--- src/rtl/spi_frame_rx.sv ---
// SPI mode-0 receiver for 16-bit {rw, addr[6:0], data[7:0]} frames, MSB first.
// All pads are synchronized into clk; completed frames are reported as one-cycle strobes.
module spi_frame_rx #(
  parameter int unsigned SYNC_STAGES = 2
) (
  input  logic       clk,
  input  logic       rst,
  input  logic       sclk,
  input  logic       copi,
  input  logic       ncs,
  output logic       frame_valid,
  output logic       frame_rw,
  output logic [6:0] frame_addr,
  output logic [7:0] frame_data,
  output logic       frame_err,
  output logic       busy
);

  typedef enum logic [1:0] {StWaitIdle, StIdle, StActive} state_e;

  logic [SYNC_STAGES-1:0] sclk_sync, copi_sync, ncs_sync;
  logic                   sclk_s, copi_s, ncs_s;
  logic                   sclk_p, ncs_p;
  logic                   sclk_rise, ncs_rise, ncs_fall;

  state_e      state_q, state_d;
  logic [15:0] shreg_q;
  logic [4:0]  cnt_q;
  logic        frame_valid_q, frame_err_q, frame_rw_q;
  logic [6:0]  frame_addr_q;
  logic [7:0]  frame_data_q;
  logic        frame_ok, frame_bad;

  // Synchronizer chains, then one sampled copy plus its previous value for edge detection.
  always_ff @(posedge clk) begin
    if (rst) begin
      sclk_sync <= '0;
      copi_sync <= '0;
      ncs_sync  <= '0;
      sclk_s    <= 1'b0;
      copi_s    <= 1'b0;
      ncs_s     <= 1'b0;
      sclk_p    <= 1'b0;
      ncs_p     <= 1'b0;
    end else begin
      sclk_sync <= {sclk_sync[SYNC_STAGES-2:0], sclk};
      copi_sync <= {copi_sync[SYNC_STAGES-2:0], copi};
      ncs_sync  <= {ncs_sync[SYNC_STAGES-2:0], ncs};
      sclk_s    <= sclk_sync[SYNC_STAGES-1];
      copi_s    <= copi_sync[SYNC_STAGES-1];
      ncs_s     <= ncs_sync[SYNC_STAGES-1];
      sclk_p    <= sclk_s;
      ncs_p     <= ncs_s;
    end
  end

  assign sclk_rise = sclk_s & ~sclk_p;
  assign ncs_rise  = ncs_s & ~ncs_p;
  assign ncs_fall  = ~ncs_s & ncs_p;

  always_ff @(posedge clk) begin
    if (rst) state_q <= StWaitIdle;
    else     state_q <= state_d;
  end

  always_comb begin
    state_d = state_q;
    unique case (state_q)
      StWaitIdle: if (ncs_s)    state_d = StIdle;
      StIdle:     if (ncs_fall) state_d = StActive;
      StActive:   if (ncs_rise) state_d = StIdle;
      default:                  state_d = StWaitIdle;
    endcase
  end

  always_comb begin
    busy      = (state_q == StActive);
    frame_ok  = busy && ncs_rise && (cnt_q == 5'd16);
    frame_bad = busy && ncs_rise && (cnt_q != 5'd16);
  end

  // ncs_rise takes priority, so a coincident sclk edge is never counted.
  always_ff @(posedge clk) begin
    if (rst) begin
      shreg_q       <= '0;
      cnt_q         <= '0;
      frame_valid_q <= 1'b0;
      frame_err_q   <= 1'b0;
      frame_rw_q    <= 1'b0;
      frame_addr_q  <= '0;
      frame_data_q  <= '0;
    end else begin
      frame_valid_q <= frame_ok;
      frame_err_q   <= frame_bad;
      if (frame_ok) begin
        frame_rw_q   <= shreg_q[15];
        frame_addr_q <= shreg_q[14:8];
        frame_data_q <= shreg_q[7:0];
      end
      if (state_q == StIdle && ncs_fall) begin
        shreg_q <= '0;
        cnt_q   <= '0;
      end else if (busy && !ncs_rise && sclk_rise && cnt_q != 5'd17) begin
        cnt_q <= cnt_q + 5'd1;
        if (cnt_q < 5'd16) shreg_q <= {shreg_q[14:0], copi_s};
      end
    end
  end

  assign frame_valid = frame_valid_q;
  assign frame_err   = frame_err_q;
  assign frame_rw    = frame_rw_q;
  assign frame_addr  = frame_addr_q;
  assign frame_data  = frame_data_q;

endmodule

--- config.mk ---
export PLATFORM = sky130hd
export DESIGN_NAME = spi_frame_rx
export DESIGN_NICKNAME = d
export VERILOG_FILES = /design/src/rtl/spi_frame_rx.sv
export SDC_FILE = /design/constraint.sdc
export NUM_CORES = 1
export LEC_CHECK = 0
export BUFFER_PORTS_ARGS = -buffer_cell sky130_fd_sc_hd__buf_4
export CAP_MARGIN = 0
export CORE_ASPECT_RATIO = 0.6
export CORE_MARGIN = 2
export CORE_UTILIZATION = 30
export CTS_BUF_LIST = sky130_fd_sc_hd__clkbuf_4
export DETAILED_ROUTE_END_ITERATION = 16
export GPL_ROUTABILITY_DRIVEN = 0
export SYNTH_ARGS = -nofsm -noshare
export SYNTH_HDL_FRONTEND = slang
export SYNTH_SLANG_ARGS = --single-unit
--- constraint.sdc ---
create_clock -name clk -period 1.35 [get_ports clk]
set_input_delay 0.135 -clock clk [delete_from_list [all_inputs] [get_ports clk]]
set_output_delay 0.135 -clock clk [all_outputs]
set_load 0.1 [all_outputs]
==> reports/qor.txt <==
Largest net degree at the start of global routing - 32
Final Max Tran Viols - 0
Synthesized cell area - 0.00203 mm2
Worst EP required - 1680 ps
Post-synthesis cell count - 205
Largest stage delay on the critical path - 360 ps
CTS max path bufs - 2
Non-filler instance count after layout - 328
Vias per std cell - 4.80
Skew-Pair Late Insertion Delay - 380 ps
Initial antenna violation count - 0
Failing checks - negative setup slack
DR DRC count - 0
Worst-path maximum fanout - 4
Final min period - 1420 ps
Inserted Clock Buffers - 5
CP top delay family - simple AND/OR/NAND/NOR gates
Worst hold-check path type - in -> reg
Fin. Hold Viols - 0
Endpoints failing setup - 17
Flops & latches, synth - 52
Avg Inst Size Synth - 9.88 um2
Crit path DAT - 1740 ps
Global router's overall resource usage - 12.7%
Die W - 110 um
CP endpoint kind - register
Synthesis-to-finish area growth - 31.8%
Top-count cell post-synth - dfxtp_1
First-pass detailed-route iteration total - 4
Clk root buf - clkbuf_4
Setup TNS - -632 ps
Die Ht - 67.7 um
Peak supply drop - 0.311 mV
Leakage - 0.000908 uW
Initial Util - 30.7%
Overflow left after global routing - 0
Synth area leader - dfxtp_1
Initial DRC Count - 124
First-pass GRT wire length - 7160 um
Final period util - 105%
CP Launch Type - register
Max-capacitance violation count - 0
Yosys cell types - 26
CTS H-tree depth - 2
IO buf count - 23
Routed Antenna Nets - 0
TritonCTS clock tree - done
Achievable Freq - 706 MHz
Yosys warnings - 0
Dpl cells - 312
Async SR Flop Fraction - 0%
Clk_skew - 15.9 ps
Critical path's slowest cell - dfxtp_2
Status - complete, but fails checks
NumNets Final - 248
Sink Count - 52
DRT Wirelength - 4500 um
Boundary Pins - 24
Layout cell share with drive strength beyond 1 - 36.3%
Synth top cells by count - dfxtp_1 (52), nand3_1 (40), mux2i_1 (19)
Worst Tran Pin Value - 416 ps
Power Dens Cells - 877 mW/mm2
Num rows - 23
Setup WS pre-CTS - -71.3 ps
Clock slew seen by the registers of the worst setup and hold paths - 160 ps
Worst-path cell chain - inv_2, ha_4, nor4bb_4, buf_4, nand3_1, a21oi_1
WS Path Type - reg -> reg
Most used DFF post-synth - dfxtp_1
DIE AREA - 0.00745 mm2
Post-synth EDFFs - 0
Share of the synthesized area in the top cell type - 51.4%
Final HPWL DP - 2790 um
PnR worst setup slack - -65.7 ps
Via count - 1574
RSZ-0062 raised after global routing - yes
Headroom to the max-slew limit - 72.2%
Min Hold Slack - 265 ps
Buf/Inv on CP - 2
Area contributors post-synth - dfxtp_1 (51%), nand3_1 (9.9%), mux2i_1 (9.4%), a21oi_1 (4.4%), nor2b_1 (4.0%)
Core Area - 0.00659 mm2
Wire per inst - 13.7 um
Net Count, Synth - 213
Seq/Total Area, Yosys - 51.4%
Vias in the first global route - 1417
## cells by family (layout without fill, tap and decap cells)
| family | count (synthesis) | in the layout | share of synthesized area [%] |
|---|---|---|---|
| AOI/OAI and AO/OA | 39 | 39 | 10.6 |
| adders and majority gates | 3 | 3 | 1.85 |
| buffers and inverters | 21 | 56 | 5.06 |
| and+or+nand+nor | 71 | 71 | 21.7 |
| DFF | 52 | 52 | 51.4 |
| muxes | 19 | 19 | 9.39 |
| other | 0 | 1 | 0 |
## area by class of cell
class / count / area, um2
clock buffer: 5 / 37.5
timing repair buffer: 46 / 414
tap: 87 / 109
multi-input combinational: 132 / 1030
antenna: 1 / 2.50
clock inverter: 2 / 16.3
sequential: 52 / 1050
inverter: 3 / 11.3
fill: 639 / 3920
## timing repair
| item | CTS | global route |
|---|---|---|
| resized for setup | 15 | 31 |
| gates cloned | 1 | 1 |
| hold buffers | 3 | 0 |
| endpoints found under the setup margin | 23 | 38 |
| pin swaps | 1 | 12 |
| setup buffers | 1 | 2 |
| endpoints found under the hold margin | 3 | 0 |
## worst register-to-register path: cells and delay by family (launching register included)
kind | cells | cell delay (ps)
AO/OA/AOI/OAI | 1 | 120
adder cells (fa/ha/maj) | 1 | 120
AND/OR/NAND/NOR | 2 | 460
buffers and inverters | 2 | 300
flip-flops | 1 | 360
## where the power goes
part	switching [uW]	internal, uW	total (uW)
registers	5.07	1550	1550
logic	42.7	36.1	78.8
clock network	511	201	712
total	559	1780	2340
## final timing paths
| path | startpoint | to | cells past startpoint | slack, ps |
|---|---|---|---|---|
| max | cnt_q[0]$_SDFFE_PP0P_ | frame_data[3]$_SDFFE_PP0P_ | 6 | -70 |
| min | rst | frame_data[1]$_SDFFE_PP0P_ | 3 | 260 |
| max reg2reg | cnt_q[0]$_SDFFE_PP0P_ | frame_data[3]$_SDFFE_PP0P_ | 6 | -70 |
| min reg2reg | ncs_sync[1]$_SDFF_PP0_ | ncs_s$_SDFF_PP0_ | 1 | 450 |
## metal layers
metal / vias up / share of wire (%) / routed length [um] / global-route usage, %
li1: 801 / - / - / -
met4: 0 / 0.87 / 39 / 2.37
met5: - / 0 / 0 / 0
met3: 7 / 4.8 / 214 / 4.05
met1: 733 / 56 / 2510 / 19.7
met2: 33 / 39 / 1740 / 16.8
## cell usage in the layout (no fill, tap or decap), types with 4 or more instances in the layout
cell	n
nand3_1	29
nand4bb_1	4
nand3_2	10
buf_12	4
dfxtp_1	44
a21oi_1	11
o21ai_0	16
mux2i_1	19
buf_4	36
clkbuf_4	5
a21oi_2	7
nor2b_1	13
dfxtp_2	7
## sequential cells by signal (all words and copies together), names as in the netlist
| signal | flops |
|---|---|
| cnt_q | 5 |
| copi_s | 1 |
| copi_sync | 2 |
| frame_addr | 7 |
| frame_data | 8 |
| frame_err | 1 |
| frame_rw | 1 |
| frame_valid | 1 |
| ncs_p | 1 |
| ncs_s | 1 |
| ncs_sync | 2 |
| sclk_p | 1 |
| sclk_s | 1 |
| sclk_sync | 2 |
| shreg_q | 16 |
| state_q | 2 |
## stage by stage
step	power [uW]	area, um2	util (%)
after floorplan	1630	2040	-
after CTS	2360	2530	38.4
after global routing	2440	2670	40.5
after global placement	1650	2380	36.1
after detailed placement	1660	2380	36.1
final	2340	2670	40.5
No activity file was read; power rests on OpenSTA's default activity.
